<file path="config.mk">
export PLATFORM = sky130hd
export DESIGN_NAME = simon_pkt_out_fifo_flat
export DESIGN_NICKNAME = d
export VERILOG_FILES = /design/src/rtl/simon_pkt_out_fifo_if.sv /design/src/rtl/simon_pkt_out_fifo.sv /design/src/flat_wrapper.sv
export SDC_FILE = /design/constraint.sdc
export NUM_CORES = 1
export LEC_CHECK = 0
export BUFFER_PORTS_ARGS = -buffer_cell sky130_fd_sc_hd__buf_2
export CORE_MARGIN = 2
export CORE_UTILIZATION = 30
export DETAILED_ROUTE_END_ITERATION = 7
export SYNTH_ARGS = -nofsm -noshare
export SYNTH_HDL_FRONTEND = slang
export SYNTH_SLANG_ARGS = --single-unit
</file>
<file path="constraint.sdc">
create_clock -name clk -period 3 [get_ports clk]
set_input_delay 0.6 -clock clk [delete_from_list [all_inputs] [get_ports clk]]
set_output_delay 0.6 -clock clk [all_outputs]
set_load 0.02 [all_outputs]
</file>
<file path="src/rtl/simon_pkt_out_fifo_if.sv">
// Handshake bundle for the SIMON output packetiser: block input stream from the
// round core and packet output stream towards the downstream interface.
interface simon_pkt_out_fifo_if #(
  parameter int N      = 16,
  parameter int BLOCKS = 2
);
  localparam int PW = 16 + BLOCKS * 2 * N;

  logic              data_valid;
  logic [2*N-1:0]    data_in;
  logic [7:0]        info_in;
  logic [7:0]        count_in;
  logic              data_ready;
  logic              pkt_valid;
  logic [PW-1:0]     pkt_out;
  logic              pkt_ready;

  modport slave (
    input  data_valid, data_in, info_in, count_in, pkt_ready,
    output data_ready, pkt_valid, pkt_out
  );

  modport master (
    output data_valid, data_in, info_in, count_in, pkt_ready,
    input  data_ready, pkt_valid, pkt_out
  );
endinterface

</file>
<file path="src/rtl/simon_pkt_out_fifo.sv">
// SIMON output packetiser: validates headers, assembles {info, count, blocks}
// packets and queues them in a shift-register FIFO with a registered head.
module simon_pkt_out_fifo #(
  parameter int         N      = 16,
  parameter int         BLOCKS = 2,
  parameter int         DEPTH  = 2,
  parameter logic [3:0] MODE   = 4'h0
) (
  input  logic                   clk,
  input  logic                   nR,
  simon_pkt_out_fifo_if.slave    bus,
  input  logic                   err_clr,
  output logic                   err_count,
  output logic                   err_mode,
  output logic                   err_dir,
  output logic [$clog2(DEPTH):0] level
);
  localparam int BW   = 2 * N;
  localparam int BLKW = BLOCKS * BW;
  localparam int PW   = 16 + BLKW;
  localparam int LW   = $clog2(DEPTH) + 1;
  localparam int IW   = $clog2(BLOCKS + 1);

  typedef enum logic [1:0] {
    ST_IDLE    = 2'd0,
    ST_COLLECT = 2'd1,
    ST_PUSH    = 2'd2
  } state_t;

  state_t          state_r, state_nxt_s;
  logic [7:0]      info_r, info_nxt_s;
  logic [7:0]      count_r, count_nxt_s;
  logic [7:0]      exp_r, exp_nxt_s;
  logic [BLKW-1:0] blk_r, blk_nxt_s;
  logic [IW-1:0]   idx_r, idx_nxt_s;
  logic            err_count_r, err_count_nxt_s;
  logic            err_mode_r, err_mode_nxt_s;
  logic            err_dir_r, err_dir_nxt_s;
  logic            data_ready_r;

  logic [PW-1:0]   fifo_r     [DEPTH];
  logic [PW-1:0]   fifo_nxt_s [DEPTH];
  logic [PW-1:0]   fifo_up_s  [DEPTH];
  logic [LW-1:0]   level_r, level_nxt_s;
  logic [LW-1:0]   wr_idx_s;
  logic            pkt_valid_r;

  logic            accept_s;
  logic            full_s;
  logic            pop_s;
  logic            push_s;
  logic [PW-1:0]   pkt_s;

  assign accept_s = bus.data_valid & data_ready_r;
  assign full_s   = (level_r == LW'(DEPTH));
  assign pop_s    = pkt_valid_r & bus.pkt_ready;
  // A pop in the same cycle frees the slot a full FIFO needs for the push.
  assign push_s   = (state_r == ST_PUSH) & (~full_s | pop_s);
  assign pkt_s    = {info_r, count_r, blk_r};

  // Header checks, block collection and FSM next-state decode.
  always_comb begin
    state_nxt_s     = state_r;
    info_nxt_s      = info_r;
    count_nxt_s     = count_r;
    exp_nxt_s       = exp_r;
    blk_nxt_s       = blk_r;
    idx_nxt_s       = idx_r;
    err_count_nxt_s = err_clr ? 1'b0 : err_count_r;
    err_mode_nxt_s  = err_clr ? 1'b0 : err_mode_r;
    err_dir_nxt_s   = err_clr ? 1'b0 : err_dir_r;
    case (state_r)
      ST_IDLE: begin
        if (accept_s) begin
          if (bus.count_in != exp_r) begin
            err_count_nxt_s = 1'b1;
          end else if (bus.info_in[3:0] != MODE) begin
            err_mode_nxt_s = 1'b1;
          end else if (!bus.info_in[4]) begin
            err_dir_nxt_s = 1'b1;
          end else begin
            info_nxt_s  = bus.info_in;
            count_nxt_s = bus.count_in;
            exp_nxt_s   = exp_r + 8'd1;
            blk_nxt_s   = '0;
            if (bus.info_in[5]) begin
              state_nxt_s = ST_PUSH;
            end else begin
              blk_nxt_s[BW-1:0] = bus.data_in;
              idx_nxt_s         = IW'(1);
              if (!bus.info_in[7] || (BLOCKS == 1)) begin
                state_nxt_s = ST_PUSH;
              end else begin
                state_nxt_s = ST_COLLECT;
              end
            end
          end
        end else begin
          state_nxt_s = ST_IDLE;
        end
      end
      ST_COLLECT: begin
        if (accept_s) begin
          for (int b = 0; b < BLOCKS; b++) begin
            if (idx_r == IW'(b)) begin
              blk_nxt_s[b*BW +: BW] = bus.data_in;
            end else begin
              blk_nxt_s[b*BW +: BW] = blk_r[b*BW +: BW];
            end
          end
          idx_nxt_s = idx_r + IW'(1);
          if (idx_r == IW'(BLOCKS - 1)) begin
            state_nxt_s = ST_PUSH;
          end else begin
            state_nxt_s = ST_COLLECT;
          end
        end else begin
          state_nxt_s = ST_COLLECT;
        end
      end
      ST_PUSH: begin
        if (push_s) begin
          state_nxt_s = ST_IDLE;
        end else begin
          state_nxt_s = ST_PUSH;
        end
      end
      default: begin
        state_nxt_s = ST_IDLE;
      end
    endcase
  end

  // FSM state, packet assembly registers and sticky error flags.
  always_ff @(posedge clk or negedge nR) begin
    if (!nR) begin
      state_r      <= ST_IDLE;
      info_r       <= 8'd0;
      count_r      <= 8'd0;
      exp_r        <= 8'd0;
      blk_r        <= '0;
      idx_r        <= '0;
      err_count_r  <= 1'b0;
      err_mode_r   <= 1'b0;
      err_dir_r    <= 1'b0;
      data_ready_r <= 1'b0;
    end else begin
      state_r      <= state_nxt_s;
      info_r       <= info_nxt_s;
      count_r      <= count_nxt_s;
      exp_r        <= exp_nxt_s;
      blk_r        <= blk_nxt_s;
      idx_r        <= idx_nxt_s;
      err_count_r  <= err_count_nxt_s;
      err_mode_r   <= err_mode_nxt_s;
      err_dir_r    <= err_dir_nxt_s;
      data_ready_r <= (state_nxt_s != ST_PUSH);
    end
  end

  // Shift-register FIFO: entry 0 is the head, so the output is a flop.
  always_comb begin
    for (int i = 0; i < DEPTH - 1; i++) begin
      fifo_up_s[i] = fifo_r[i+1];
    end
    fifo_up_s[DEPTH-1] = '0;
    wr_idx_s = pop_s ? (level_r - LW'(1)) : level_r;
    for (int i = 0; i < DEPTH; i++) begin
      if (push_s && (wr_idx_s == LW'(i))) begin
        fifo_nxt_s[i] = pkt_s;
      end else if (pop_s) begin
        fifo_nxt_s[i] = fifo_up_s[i];
      end else begin
        fifo_nxt_s[i] = fifo_r[i];
      end
    end
    case ({push_s, pop_s})
      2'b10:   level_nxt_s = level_r + LW'(1);
      2'b01:   level_nxt_s = level_r - LW'(1);
      default: level_nxt_s = level_r;
    endcase
  end

  // FIFO storage, occupancy and head-valid registers.
  always_ff @(posedge clk or negedge nR) begin
    if (!nR) begin
      for (int i = 0; i < DEPTH; i++) begin
        fifo_r[i] <= '0;
      end
      level_r     <= '0;
      pkt_valid_r <= 1'b0;
    end else begin
      for (int i = 0; i < DEPTH; i++) begin
        fifo_r[i] <= fifo_nxt_s[i];
      end
      level_r     <= level_nxt_s;
      pkt_valid_r <= (level_nxt_s != LW'(0));
    end
  end

  assign bus.data_ready = data_ready_r;
  assign bus.pkt_valid  = pkt_valid_r;
  assign bus.pkt_out    = fifo_r[0];
  assign err_count      = err_count_r;
  assign err_mode       = err_mode_r;
  assign err_dir        = err_dir_r;
  assign level          = level_r;

endmodule

</file>
<file path="src/flat_wrapper.sv">
// flat-port wrapper written by rule: the top's interface ports become plain ports
module simon_pkt_out_fifo_flat 
#(
  parameter int         N      = 16,
  parameter int         BLOCKS = 2,
  parameter int         DEPTH  = 2,
  parameter logic [3:0] MODE   = 4'h0
)
  (clk, nR, err_clr, err_count, err_mode, err_dir, level, bus_data_valid, bus_data_in, bus_info_in, bus_count_in, bus_pkt_ready, bus_data_ready, bus_pkt_valid, bus_pkt_out);
  simon_pkt_out_fifo_if #(.N(N), .BLOCKS(BLOCKS)) bus_i ();
  input  logic clk;
  input  logic nR;
  input  logic err_clr;
  output logic err_count;
  output logic err_mode;
  output logic err_dir;
  output logic [$clog2(DEPTH):0] level;
  input wire logic [$bits(bus_i.data_valid)-1:0] bus_data_valid;
  input wire logic [$bits(bus_i.data_in)-1:0] bus_data_in;
  input wire logic [$bits(bus_i.info_in)-1:0] bus_info_in;
  input wire logic [$bits(bus_i.count_in)-1:0] bus_count_in;
  input wire logic [$bits(bus_i.pkt_ready)-1:0] bus_pkt_ready;
  output wire logic [$bits(bus_i.data_ready)-1:0] bus_data_ready;
  output wire logic [$bits(bus_i.pkt_valid)-1:0] bus_pkt_valid;
  output wire logic [$bits(bus_i.pkt_out)-1:0] bus_pkt_out;
  assign bus_i.data_valid = bus_data_valid;
  assign bus_i.data_in = bus_data_in;
  assign bus_i.info_in = bus_info_in;
  assign bus_i.count_in = bus_count_in;
  assign bus_i.pkt_ready = bus_pkt_ready;
  assign bus_data_ready = bus_i.data_ready;
  assign bus_pkt_valid = bus_i.pkt_valid;
  assign bus_pkt_out = bus_i.pkt_out;
  simon_pkt_out_fifo #(.N(N), .BLOCKS(BLOCKS), .DEPTH(DEPTH), .MODE(MODE)) u_core (.clk(clk), .nR(nR), .bus(bus_i), .err_clr(err_clr), .err_count(err_count), .err_mode(err_mode), .err_dir(err_dir), .level(level));
endmodule
</file>
==> results.md <==
* Crit path launch: u_core.level[0]
* Relative slew slack at 34.4%
* Mapped Area at 11600 um^2
* Die Ht at 200 um
* Largest net degree at the start of global routing at 112
* Max Clock Skew at 0.0256 ns
* CTS buffer count at 31
* Vias in the first global route at 8107
* Worst setup margin at 0.602 ns
* Clock root cell: clkbuf_16
* Post-synthesis mux area share at 11.1%
* Post-DR wirelength/cell at 15.8 um
* DRC viols at 0
* Met1 usage at 18.2%
* Nets@finish at 1226
* Largest family of logic cells by synthesized area: simple AND/OR/NAND/NOR gates
* Worst R2R Start: u_core.level[0]
* Place WS at 0.530 ns
* Final period utilization at 79.9%
* Count leader, synth: dfrtp_1
* Mean Syn Cell Area at 10.2 um^2
* Placed cell areas at 12300 um^2
* GR peak layer: met2
* Largest area contributor in the netlist: dfrtp_1
* Setup bufs post-CTS at 0
* Status: complete, no violations
* Total Routing Usage GR at 13.6%
* Post-Synth XOR/XNOR Area at 1.14%
* WS Path Type: reg2reg
* Critical path endpoint category: register
* First-pass iteration count of the detailed router at 5
* Adder-Cell Fraction of Synth Area at 0.433%
* IO Pins at 140
* Simple-gate share of the synthesized area at 12.8%
* Register area share after synthesis at 56.1%
* Arrival @ worst endpoint at 2.78 ns
* Lkg Pwr at 0.00666 uW
* Internal at 7070 uW
* Count of cell types in the netlist at 39
* Maximum vdd ir drop at 494 uV
* Area of the multi-input gates at 4210 um^2
* Synthesized Nets at 1188
* Final cell area excluding filler cells at 13400 um^2
* Final hold vios at 0
* Tmin final at 2.40 ns
* Vias at 7904
* Synthesized instance count at 1131
* Min-Delay Path Class: in2async
* Rows at 71
* Commonest cells post-synth: 259 x dfrtp_1, 169 x nand2_1, 119 x nor2_1
* Final ANT Viol Nets at 0
* Psw at 2650 uW
* Starting Density at 30.5%
* Core Area at 37800 um^2
* Fillcell total at 3877
* Hold_ws at 0.103 ns
* Layout cells sized above 1 at 20.2%
* Maximum clock rate at 417 MHz
* Worst-Margin Slew at 0.982 ns
* Post-synth EDFFs at 0
* Die area at 40100 um^2
* FF+latch area at 6480 um^2
* Max Cap Violations at 0
* Synth top area cells: dfrtp_1 56%, mux2i_1 9.8%, nand2_1 5.5%
* YS warnings at 0
* Worst-path clk slew at 0.06 ns
* Grt total ovfl at 0
* Met2 usage at 22.4%
* Vias/cell at 4.63
* Sequential power share at 44.7%
* RSZ-0062 raised after global routing: no
* First-pass GRT wire length at 44800 um
* Crit-path max FO at 78
* CP Launch Type: register
* Die span in x at 200 um
* Clock share of power at 41.9%
* Initial antenna violation count at 4
* Pwr Density at 724 nW/um^2
* DP HPWL at 16900 um
* Clock Path Buffers at 3
* Final setup fails at 0
* Clock sink count at 259
* Cts hold-fix bufs at 0
* Post-CTS sizing at 0
* Htree depth at 1
* Met3 global-route usage at 3.30%
* DRT iter0 DRCs at 375
* Sw frac at 27.3%
* Clock Latency Late Sink at 0.56 ns
* PortBufs at 139
* Fin Setup TNS at 0 ns
* Area delta synth->final at 16.2%
* Max Slew Vio Count at 0
* #FFs+latches synth at 259
* GP Congestion at 0.733
* Synth Area in Compound Gates at 10.3%
* Commonest register cell after synthesis: dfrtp_1
* Ys async rst share at 100%
* Part of the power in combinational logic at 13.4%
* CP required at 3.39 ns
* R2r setup slk at 0.60 ns
* Proportion of netlist area held by the largest area contributor at 56.1%
* Final wirelength at 26900 um
* TritonCTS clock tree: yes
-- per-stage QoR --
step | total power, uW | utilization [%] | cells
floorplan | 5220 | - | 1131
global placement | 5690 | 32.5 | 1647
detailed placement | 5720 | 32.5 | 1647
CTS | 9870 | 35.5 | 1705
global route | 10200 | 35.5 | 1706
finish | 9720 | 35.5 | 1707
-- worst max-delay path, stage by stage, from the launching register on --
cell and delay [ns]:
dfrtp_1 0.45, inv_1 0.09, ha_1 0.22, a21oi_1 0.30, nor3b_1 0.37, o21ai_4 0.08
buf_4 0.36, nor2_1 0.24, a21oi_1 0.06
-- cells in the final DEF, fill, tap and decap left out, types with 3 or more instances in the layout --
| cell type | Yosys | routed |
|---|---|---|
| a21oi_1 | 84 | 83 |
| and3_1 | 3 | 3 |
| buf_12 | 0 | 6 |
| buf_2 | 10 | 138 |
| buf_4 | 81 | 14 |
| bufinv_16 | 0 | 6 |
| clkbuf_1 | 57 | 5 |
| clkbuf_16 | 0 | 31 |
| clkbuf_8 | 0 | 7 |
| clkinv_2 | 0 | 5 |
| dfrtp_1 | 259 | 259 |
| ha_1 | 4 | 4 |
| inv_1 | 10 | 10 |
| mux2_2 | 13 | 13 |
| mux2i_1 | 113 | 113 |
| nand2_1 | 169 | 168 |
| nand3_1 | 33 | 33 |
| nand3b_1 | 3 | 3 |
| nand4_1 | 6 | 6 |
| nor2_1 | 119 | 117 |
| nor2b_1 | 6 | 6 |
| o21ai_0 | 81 | 81 |
| o2bb2ai_1 | 32 | 32 |
| or2_2 | 5 | 5 |
| xnor2_1 | 15 | 15 |
-- state kept, by name (all words and copies together) (netlist names) --
signal                 flops
u_core.idx_r               2
u_core.err_dir             1
u_core.state_r             2
u_core.exp_r               8
u_core.count_r             8
u_core.info_r              8
u_core.bus.pkt_valid       1
u_core.bus.pkt_out        80
u_core.err_count           1
u_core.level               2
u_core.err_mode            1
u_core.fifo_r             80
u_core.blk_r              64
u_core.bus.data_ready      1
-- cell type report --
cell class	count	area share, %
antenna	2	0.0373
clock buffer	43	6.63
clock inverter	15	1.79
inverter	10	0.279
multi-input combinational	708	31.3
sequential	259	48.3
tap	511	4.76
timing repair buffer	159	6.93
-- power groups by stage --
| stage | registers (uW) | clock network [uW] | logic [uW] |
|---|---|---|---|
| after global routing | 4420 | 4340 | 1450 |
| after global placement | 4390 | 0 | 1300 |
| final | 4340 | 4070 | 1300 |
| after floorplan | 4290 | 0 | 927 |
| after detailed placement | 4390 | 0 | 1330 |
| after CTS | 4340 | 4190 | 1340 |
-- worst paths after layout --
check,to,depth (start not counted)
setup / recovery,u_core.bus.pkt_out[44],8
hold / removal,u_core.info_r[7],1
setup reg to reg,u_core.bus.pkt_out[44],8
hold reg to reg,u_core.fifo_r[72],2
max in group asynchronous,u_core.blk_r[39],2
min in group clk,u_core.err_dir,2
-- kinds of logic after synthesis --
family / Yosys count
AOI/OAI and AO/OA: 209
xor gates and xnor gates: 15
adders and majority gates: 4
buffers and inverters: 164
DFF: 259
muxes: 126
and+or+nand+nor: 354
-- metal layers --
| metal | part of all wire, % | routed length (um) |
|---|---|---|
| met3 | 5.6 | 1510 |
| met2 | 47 | 12700 |
| met4 | 1.2 | 317 |
| met1 | 46 | 12400 |
| met5 | 0.10 | 27 |
No activity file was read; power rests on OpenSTA's default activity.
